`src/rtl/normal_input_stage_pkg.sv`:
```
`default_nettype none
// ============================================================================
// normal_input_stage_pkg
// ----------------------------------------------------------------------------
// Shared XF definitions for the normal path front end: vertex component
// format codes, issue FSM states, packing offsets for the 96-bit x/y/z
// vectors, IEEE-754 single-precision constants and a vector packing helper.
// Revision: 1.0 - initial release
// ============================================================================
package normal_input_stage_pkg;

  // CP vertex component formats; code 3 is reserved and converts to +0.0
  typedef enum logic [1:0] {
    FMT_S8   = 2'd0,
    FMT_S16  = 2'd1,
    FMT_F32  = 2'd2,
    FMT_RSVD = 2'd3
  } comp_fmt_t;

  // Issue state of the holding register
  typedef enum logic [1:0] {
    ST_EMPTY = 2'd0,
    ST_FULL  = 2'd1,
    ST_TAKEN = 2'd2
  } issue_state_t;

  // Bit offsets of the components inside a 96-bit normal vector
  localparam int X_LSB = 64;
  localparam int Y_LSB = 32;
  localparam int Z_LSB = 0;

  localparam logic [7:0]  IEEE_BIAS   = 8'd127;
  localparam logic [31:0] FP_POS_ZERO = 32'h0000_0000;

  // Assembly index of the final component for N-only and N/T/B vertices
  localparam logic [3:0] IDX_LAST_N   = 4'd2;
  localparam logic [3:0] IDX_LAST_NTB = 4'd8;

  function automatic logic [95:0] pack_vec(input logic [31:0] x,
                                           input logic [31:0] y,
                                           input logic [31:0] z);
    logic [95:0] v;
    v = '0;
    v[X_LSB +: 32] = x;
    v[Y_LSB +: 32] = y;
    v[Z_LSB +: 32] = z;
    return v;
  endfunction

endpackage
`default_nettype wire

```
`src/rtl/normal_input_stage_fixed_to_float.sv`:
```
`default_nettype none
// ============================================================================
// fixed_to_float
// ----------------------------------------------------------------------------
// Purely combinational conversion of a signed 16-bit fixed-point value with
// 'frac' fractional bits into IEEE-754 single precision. Exact: a 16-bit
// magnitude always fits the 24-bit significand, so no rounding is needed.
// Ports:
//   value  in  16 : two's complement fixed-point value
//   frac   in   5 : number of fractional bits
//   result out 32 : IEEE-754 single-precision encoding (+0.0 for zero)
// Revision: 1.0 - initial release
// ============================================================================
module fixed_to_float
  import normal_input_stage_pkg::*;
(
  input  logic [15:0] value,
  input  logic [4:0]  frac,
  output logic [31:0] result
);

  logic [15:0] mag;
  logic [4:0]  lzc;
  logic [3:0]  msb;
  logic [22:0] mant;
  logic [7:0]  exp_field;

  always_comb begin
    mag = value[15] ? (~value + 16'd1) : value;

    // Leading-zero count; ascending scan so the highest set bit wins
    lzc = 5'd16;
    for (int i = 0; i < 16; i++) begin
      if (mag[i]) lzc = 5'(15 - i);
    end
    msb = 4'(5'd15 - lzc);

    // Shifting into a 23-bit field drops the hidden bit off the top
    mant      = {7'd0, mag} << (5'd23 - {1'b0, msb});
    exp_field = IEEE_BIAS + {4'd0, msb} - {3'd0, frac};

    result = (mag == 16'd0) ? FP_POS_ZERO : {value[15], exp_field, mant};
  end

endmodule
`default_nettype wire

```
`src/rtl/normal_input_stage.sv`:
```
`default_nettype none
// ============================================================================
// normal_input_stage
// ----------------------------------------------------------------------------
// Front end of the XF normal path. Converts incoming vertex normal
// components (s8/s16/f32) to single precision, assembles N or N/T/B
// triples and hands them to the normal transform unit via a one-deep
// holding register and a cycle/downReady handshake.
// Ports:
//   clk, resetn        : clock, synchronous active-low reset
//   compValid/compReady: component handshake; compData/compFormat payload
//   vtxEnableNTB       : 1 = 9-component vertex, sampled on first component
//   vtxMatrixAddr      : normal matrix index, sampled on first component
//   normalN/T/B        : issued vectors, x[95:64] y[63:32] z[31:0]
//   normalMatrixAddr, enableNTB : issued vertex attributes
//   cycle              : one-cycle issue pulse; downReady: transform free
// Revision: 1.0 - initial release
// ============================================================================
module normal_input_stage
  import normal_input_stage_pkg::*;
#(
  parameter int S8_FRAC  = 6,
  parameter int S16_FRAC = 14
)
(
  input  logic        clk,
  input  logic        resetn,
  input  logic        compValid,
  input  logic [31:0] compData,
  input  logic [1:0]  compFormat,
  output logic        compReady,
  input  logic        vtxEnableNTB,
  input  logic [4:0]  vtxMatrixAddr,
  output logic [95:0] normalN,
  output logic [95:0] normalT,
  output logic [95:0] normalB,
  output logic [4:0]  normalMatrixAddr,
  output logic        enableNTB,
  output logic        cycle,
  input  logic        downReady
);

  localparam logic [4:0] S8_FRAC_BITS  = 5'(S8_FRAC);
  localparam logic [4:0] S16_FRAC_BITS = 5'(S16_FRAC);

  // ---------------- component conversion ----------------
  logic [15:0] fix_value;
  logic [4:0]  fix_frac;
  logic [31:0] fix_result;
  logic [31:0] comp_float;

  always_comb begin
    fix_value = (compFormat == FMT_S8) ? {{8{compData[7]}}, compData[7:0]}
                                       : compData[15:0];
    fix_frac  = (compFormat == FMT_S8) ? S8_FRAC_BITS : S16_FRAC_BITS;
    case (compFormat)
      FMT_S8, FMT_S16: comp_float = fix_result;
      FMT_F32:         comp_float = compData;
      default:         comp_float = FP_POS_ZERO;
    endcase
  end

  fixed_to_float u_fixed_to_float (
    .value  (fix_value),
    .frac   (fix_frac),
    .result (fix_result)
  );

  // ---------------- assembly ----------------
  logic [8:0][31:0] asm_comp;
  logic [3:0]       idx;
  logic             asm_ntb;
  logic [4:0]       asm_addr;
  logic             asm_complete;
  logic             accept;
  logic             last;
  logic             transfer;
  issue_state_t     state, state_next;
  logic             cycle_next;

  // A full assembly register can only drain into a free holding register
  assign compReady = ~(asm_complete & (state != ST_EMPTY));
  assign accept    = compValid & compReady;
  // idx==0 is never a last index, so a stale asm_ntb there is harmless
  assign last      = asm_ntb ? (idx == IDX_LAST_NTB) : (idx == IDX_LAST_N);

  always_ff @(posedge clk) begin
    if (!resetn) begin
      asm_comp     <= '0;
      idx          <= 4'd0;
      asm_ntb      <= 1'b0;
      asm_addr     <= 5'd0;
      asm_complete <= 1'b0;
    end else begin
      if (transfer) asm_complete <= 1'b0;
      if (accept) begin
        asm_comp[idx] <= comp_float;
        if (idx == 4'd0) begin
          asm_ntb  <= vtxEnableNTB;
          asm_addr <= vtxMatrixAddr;
        end
        if (last) begin
          idx          <= 4'd0;
          asm_complete <= 1'b1;
        end else begin
          idx <= idx + 4'd1;
        end
      end
    end
  end

  // ---------------- holding register ----------------
  always_ff @(posedge clk) begin
    if (!resetn) begin
      normalN          <= '0;
      normalT          <= '0;
      normalB          <= '0;
      normalMatrixAddr <= 5'd0;
      enableNTB        <= 1'b0;
    end else if (transfer) begin
      normalN          <= pack_vec(asm_comp[0], asm_comp[1], asm_comp[2]);
      normalT          <= asm_ntb ? pack_vec(asm_comp[3], asm_comp[4], asm_comp[5]) : '0;
      normalB          <= asm_ntb ? pack_vec(asm_comp[6], asm_comp[7], asm_comp[8]) : '0;
      normalMatrixAddr <= asm_addr;
      enableNTB        <= asm_ntb;
    end
  end

  // ---------------- issue FSM ----------------
  always_ff @(posedge clk) begin
    if (!resetn) begin
      state <= ST_EMPTY;
      cycle <= 1'b0;
    end else begin
      state <= state_next;
      cycle <= cycle_next;
    end
  end

  always_comb begin
    state_next = state;
    cycle_next = 1'b0;
    transfer   = 1'b0;
    case (state)
      ST_EMPTY: begin
        if (asm_complete) begin
          transfer   = 1'b1;
          state_next = ST_FULL;
        end
      end
      ST_FULL: begin
        if (downReady) begin
          cycle_next = 1'b1;
          state_next = ST_TAKEN;
        end
      end
      ST_TAKEN: begin
        // downReady falling means the transform unit has captured the data;
        // a waiting vertex refills the holding register in the same cycle
        if (!downReady) begin
          if (asm_complete) begin
            transfer   = 1'b1;
            state_next = ST_FULL;
          end else begin
            state_next = ST_EMPTY;
          end
        end
      end
      default: state_next = ST_EMPTY;
    endcase
  end

endmodule
`default_nettype wire

```
`config.mk`:
```
export PLATFORM = sky130hd
export DESIGN_NAME = normal_input_stage
export DESIGN_NICKNAME = d
export VERILOG_FILES = /design/src/rtl/normal_input_stage_pkg.sv /design/src/rtl/normal_input_stage_fixed_to_float.sv /design/src/rtl/normal_input_stage.sv
export SDC_FILE = /design/constraint.sdc
export NUM_CORES = 1
export LEC_CHECK = 0
export ABC_AREA = 1
export BUFFER_PORTS_ARGS = -buffer_cell sky130_fd_sc_hd__buf_2
export CAP_MARGIN = 30
export CORE_MARGIN = 3
export CORE_UTILIZATION = 30
export CTS_CLUSTER_DIAMETER = 100
export DETAILED_ROUTE_END_ITERATION = 8
export PLACE_DENSITY = 0.44
export SYNTH_ARGS = -nofsm -noshare
export SYNTH_HDL_FRONTEND = slang
export SYNTH_SLANG_ARGS = --single-unit
```
`constraint.sdc`:
```
create_clock -name clk -period 9.1 [get_ports clk]
set_clock_uncertainty 0.15 [all_clocks]
set_input_delay 1.365 -clock clk [delete_from_list [all_inputs] [get_ports clk]]
set_output_delay 1.365 -clock clk [all_outputs]
set_load 0.05 [all_outputs]
```
==> flow_summary.ini, run 1 <==
[sta]
worstMarginPinSlew_ps = 1080
hold_viol_final = 0
setup-tns-final_ps = 0
setup_viol = 0
final_max_slew_viol_count = 0
final.min_clock_period_ps = 4860
rsz0062_at_grt = no
period_share_pct = 53.4
maxSlewHeadroom_pct = 27.6
fmax_ghz = 0.206

[die]
core_area_um2 = 76300
die_height_um = 284
die_x_um = 284
initial_utilization_pct = 30.5
die_area_um2 = 80900
fp-row-count = 101
ios = 340

[run]
drv_cap = 0

[worst_setup_path]
crit_required_ps = 9430
start_kind = input pin
worst_ep_arrival_time_ps = 5190
critPathKind = input pin to flop
worstPathMaxFanout = 15
endpoint_kind = flop

[global_routing]
grt_pass1_wl_um = 139000
antenna_found_initial = 9
grt_use_total_pct = 22.9
grt_pass1_vias = 20505
grt_start_max_net_pins = 124
overflow = 0

[layout]
drive_above_1_share_pct = 16.9
fillers = 7998
final_nets = 3312
syn_to_final_growth_pct = 21.8
final_core_util_pct = 37.1
regArea_um2 = 11900
multi_input_area_um2 = 9340
stdcell_count = 4338

[yosys]
syn_area_per_cell_um2 = 7.70
syn-num-nets = 3076
synth_ff_type = dfxtp_1
yosysUniqueCellTypes = 40
ys_top_cells_by_area = dfxtp_1 (51%), a21oi_1 (8.2%), nand3_1 (6.9%), nand2_1 (6.5%), o21ai_0 (6.2%)
async_reset_ff_share_pct = 0
synth_top_area_share_pct = 51.3
netlist_instances = 3023
synth-edff-count = 0
yosysSeqAreaShare_pct = 51.3
ys_warn_count = 0
ys_seq_elements = 596
syn_area_um2 = 23300
yosysTopAreaCell = dfxtp_1

[clocking]
cts_hold_buf = 0
cts_root_buffer = clkbuf_16
cts_tree = yes
cts_sinks = 596
post_cts.repair.setup_buffers = 0
clk_pin_slew_ps = 60
htreeDepth = 3
cts_buffers = 70
cts.repair.resized = 0
clk_latency_ps = 610
clock_path_buffers = 3

[placed_design]
gp_congestion = 0.809
hpwl_um = 61600
place_inst = 4215
io_buffers = 339

[power]
p_leak_nw = 12.9
ir_drop_mv = 0.122
p_per_area_nw_per_um2 = 226

[drt]
routed_via_density = 4.98
drtIter0Drc = 1618
vias = 21594
wirelength_um = 95700
routedWlPerCell_um = 22.1
drtPass1Iterations = 6
drc_errors = 0
antenna_left = 0

[run_status]
outcome = completed

[worst_hold_path]
hold_class = flop to flop
power by group:
group          internal (W)  switching [W]  total, W
registers           0.00268      0.0000432   0.00273
logic              0.000159       0.000656  0.000815
clock network       0.00172        0.00113   0.00285
total               0.00456        0.00183   0.00639
per-stage QoR:
step / hold slack [ps] / setup WS [ps] / power [W] / cell area (µm²)
5_1_grt: 309 / 3820 / 0.00662 / 28300
3_3_place_gp: 287 / 3700 / 0.00359 / 25800
4_1_cts: 297 / 4310 / 0.00646 / 28300
6_report: 299 / 4240 / 0.00639 / 28300
2_1_floorplan: 276 / 4880 / 0.00325 / 23300
3_5_place_dp: 297 / 3680 / 0.00360 / 26000
synth_stat cells, types with 3 or more instances:
cell type	number
dfxtp_1	596
nand2_1	400
a21oi_1	383
nand3_1	322
inv_1	315
o21ai_0	287
nor2_1	231
clkbuf_1	201
o21bai_1	71
o21a_1	36
o21ai_1	34
nand4_1	21
inv_2	18
nand2_2	14
nand3_2	10
o211ai_1	10
ha_1	8
nor3_1	7
xor2_1	7
a211oi_1	6
clkinv_1	6
buf_1	5
buf_2	4
nand2_4	4
o21ai_2	4
buf_6	3
nor2_2	3
nor3_2	3
xor2_2	3
kinds of logic after synthesis:
kind of cell / count (synthesis) / synth area share [%]
xor+xnor: 10 / 0.473
fa+ha+maj: 9 / 0.516
buf+inv: 553 / 9.06
simple gates: 1019 / 19.2
flops: 596 / 51.3
compound gates: 836 / 19.5
path summary, 6_finish.rpt:
| kind | from | to | slack, ps | depth (start not counted) |
|---|---|---|---|---|
| worst min register to register | asm_comp[16] | normalN[80] | 300 | 2 |
| worst min-delay path | asm_comp[16] | normalN[80] | 300 | 2 |
| worst max-delay path | compData[1] | asm_comp[91] | 4240 | 21 |
| worst max register to register | asm_complete | normalN[84] | 5410 | 8 |
critical path, cell delays in order:
cell and delay (ps):
buf_2 120, inv_1 190, ha_1 290, nand3_1 140, nor2_1 150, inv_1 80, a32oi_2 440, nand2_1 110
nand2_1 80, nand2_1 50, nand2_1 50, nand2_1 60, nand2_2 220, nand2_2 240, inv_1 210, ha_1 220
nand3_1 90, nand3_1 140, nand2_1 510, o21ai_0 380, inv_1 60
flip-flops by register name, summed over array words and instances (netlist names):
register,cells
asm_comp,288
normalB,96
normalN,96
normalT,96
asm_addr,5
normalMatrixAddr,5
idx,4
state,2
asm_complete,1
asm_ntb,1
cycle,1
enableNTB,1
placed cells by master, fill, tap and decap left out, types with 2 or more instances in the layout:
cell and count:
clkbuf_8 16, buf_8 3, clkinv_1 6, inv_1 315
nand2_4 4, clkinv_2 5, clkbuf_16 75, o211ai_1 10
nor3_2 9, inv_8 3, o21a_1 36, nor2_1 225
inv_2 16, buf_16 7, xor2_2 3, buf_2 338
buf_4 28, nand2_1 400, bufinv_16 3, a21oi_1 383
nand3_2 10, nand2_2 14, o21bai_1 71, dfxtp_1 595
diode_2 2, nand4_1 21, nor2_4 5, nand3_1 322
o21ai_2 5, o21ai_1 30, xor2_1 7, clkbuf_1 16
nor2_2 4, a211oi_1 6, ha_1 8, o21ai_0 287
o21ai_4 3
per-layer routing:
layer  track usage, %  up-vias  part of all wire, %
li1                 -    10406                    -
met1             31.5    10383                   45
met2             36.4      680                   46
met3             3.59      125                  5.9
met4             7.90        0                  2.9
met5                0        -                    0
area by class of cell:
class                      instances  area share [%]
sequential                       596            42.1
multi-input combinational       1874            32.9
timing repair buffer             378            7.66
clock buffer                     107            7.61
tap                             1030            4.55
inverter                         339            4.54
clock inverter                    12           0.574
antenna                            2          0.0177
No activity file was read; power rests on OpenSTA's default activity.
==> run 2: changes to the inputs <==
Clock period 9.1 ns to 4.63 ns, I/O delays scaled along.
==> flow_summary.ini, run 2 (synthesis results as in run 1) <==
[clocking]
htreeDepth = 3
cts_tree = yes
cts_root_buffer = clkbuf_16
post_cts.repair.setup_buffers = 0
cts.repair.resized = 0
clk_latency_ps = 600
cts_buffers = 71
clk_pin_slew_ps = 60
cts_sinks = 596
clock_path_buffers = 3
cts_hold_buf = 0

[layout]
final_common_cell = dfxtp_1
top_register = asm_comp
final_nets = 3337
syn_to_final_growth_pct = 22.2
stdcell_count = 4360
design_area_um2 = 28400
final_cell_mix = dfxtp_1 (595), nand2_1 (400), a21oi_1 (383)
largest_reg_flops = 288
regArea_um2 = 11900
drive_above_1_share_pct = 17.5
fillers = 8065
multi_input_area_um2 = 9340
final_core_util_pct = 37.2

[drt]
routed_via_density = 4.97
routedWlPerCell_um = 22.3
dr_wl_met3_um = 5130
drc_errors = 0
wirelength_um = 97200
antenna_left = 0
wirelength_met1_um = 45000
top_layer = met5
drtPass1Iterations = 5
vias = 21670
drtIter0Drc = 1647
wl_met2_um = 44100

[worst_setup_path]
r2r-start = state[0]
critPathKind = input pin to flop
worstPathMaxFanout = 15
max_stage_delay_ps = 550
start_kind = input pin
endpoint_kind = flop
slowest_stage = o31ai_1
crit_path_cell_trace = buf_2 -> inv_2 -> ha_1 -> nand3_1 -> nor2_1 -> nand2_1 -> nor2_1 -> o31ai_1 -> inv_1 -> nand2_1 -> nand2_1 -> nand2_1 -> nand2_2 -> nand2_2 -> inv_1 -> ha_1 -> o21ai_0 -> nand2_1 -> buf_4 -> o21ai_0 -> inv_1
worst_ep_arrival_time_ps = 4460
crit_start = compData[0]
crit_required_ps = 4980
cpMostUsedCell = nand2_1

[sta]
setup_viol = 0
rsz0062_at_grt = no
period_share_pct = 88.8
final.min_clock_period_ps = 4110
maxSlewHeadroom_pct = 24.4
final_max_slew_viol_count = 0
worstMarginPinSlew_ps = 1130
fmax_ghz = 0.243
setup-tns-final_ps = 0
fin_hold_ws_ps = 173
hold_viol_final = 0

[placed_design]
hpwl_um = 64000
place_area_um2 = 26200
place_inst = 4241
gp_congestion = 0.822
io_buffers = 339

[power]
ir_drop_mv = 0.217
p_leak_nw = 13.0
p_per_area_nw_per_um2 = 440

[global_routing]
grt_pass1_vias = 20735
grt_start_max_net_pins = 227
grt_pass1_wl_um = 142000
grt_use_total_pct = 23.3
overflow = 0
antenna_found_initial = 3

[run_status]
outcome = completed

[worst_hold_path]
hp-start = vtxMatrixAddr[0]
hold_class = input pin to flop

[run]
drv_cap = 0

[die]
ios = 340
die_x_um = 284
initial_utilization_pct = 30.5
die_height_um = 284
core_area_um2 = 76300
die_area_um2 = 80900
fp-row-count = 101
## run 2: cell type report
type / count / share of cell area [%]
multi-input combinational: 1874 / 32.8
tap: 1030 / 4.53
inverter: 339 / 4.53
clock inverter: 13 / 0.550
timing repair buffer: 402 / 8.19
clock buffer: 105 / 7.37
sequential: 596 / 42.0
antenna: 1 / 0.00880
## run 2: routing by layer
metal  global-route usage, %  up-vias
li1                        -    10430
met2                    36.7      609
met1                    32.4    10499
met5                       0        -
met4                    7.42        2
met3                    3.77      130
## run 2: metrics by stage
step	setup WS (ps)	power [W]
2_1_floorplan	1080	0.00638
3_3_place_gp	-82.3	0.00713
3_5_place_dp	-74.6	0.00714
4_1_cts	561	0.0127
5_1_grt	128	0.0130
6_report	517	0.0125
## run 2: worst max-delay path, delay by kind of cell
family / cells / cell delay, ps
fa+ha+maj: 2 / 530
simple gates: 10 / 1320
buf+inv: 6 / 840
compound gates: 3 / 1050
## run 2: path summary, 6_finish.rpt
path,end,slack (ps),depth (start not counted)
worst max register to register,asm_comp[220],1650,9
worst min-delay path,asm_addr[0],170,3
worst min register to register,normalN[50],300,2
worst max-delay path,asm_comp[89],520,21
## run 2: power by group
group          internal [W]  switching [W]  leakage [nW]
Clock               0.00324        0.00224          1.11
Sequential          0.00527      0.0000725          4.82
Combinational      0.000376        0.00130          7.02
Total               0.00889        0.00361          13.0
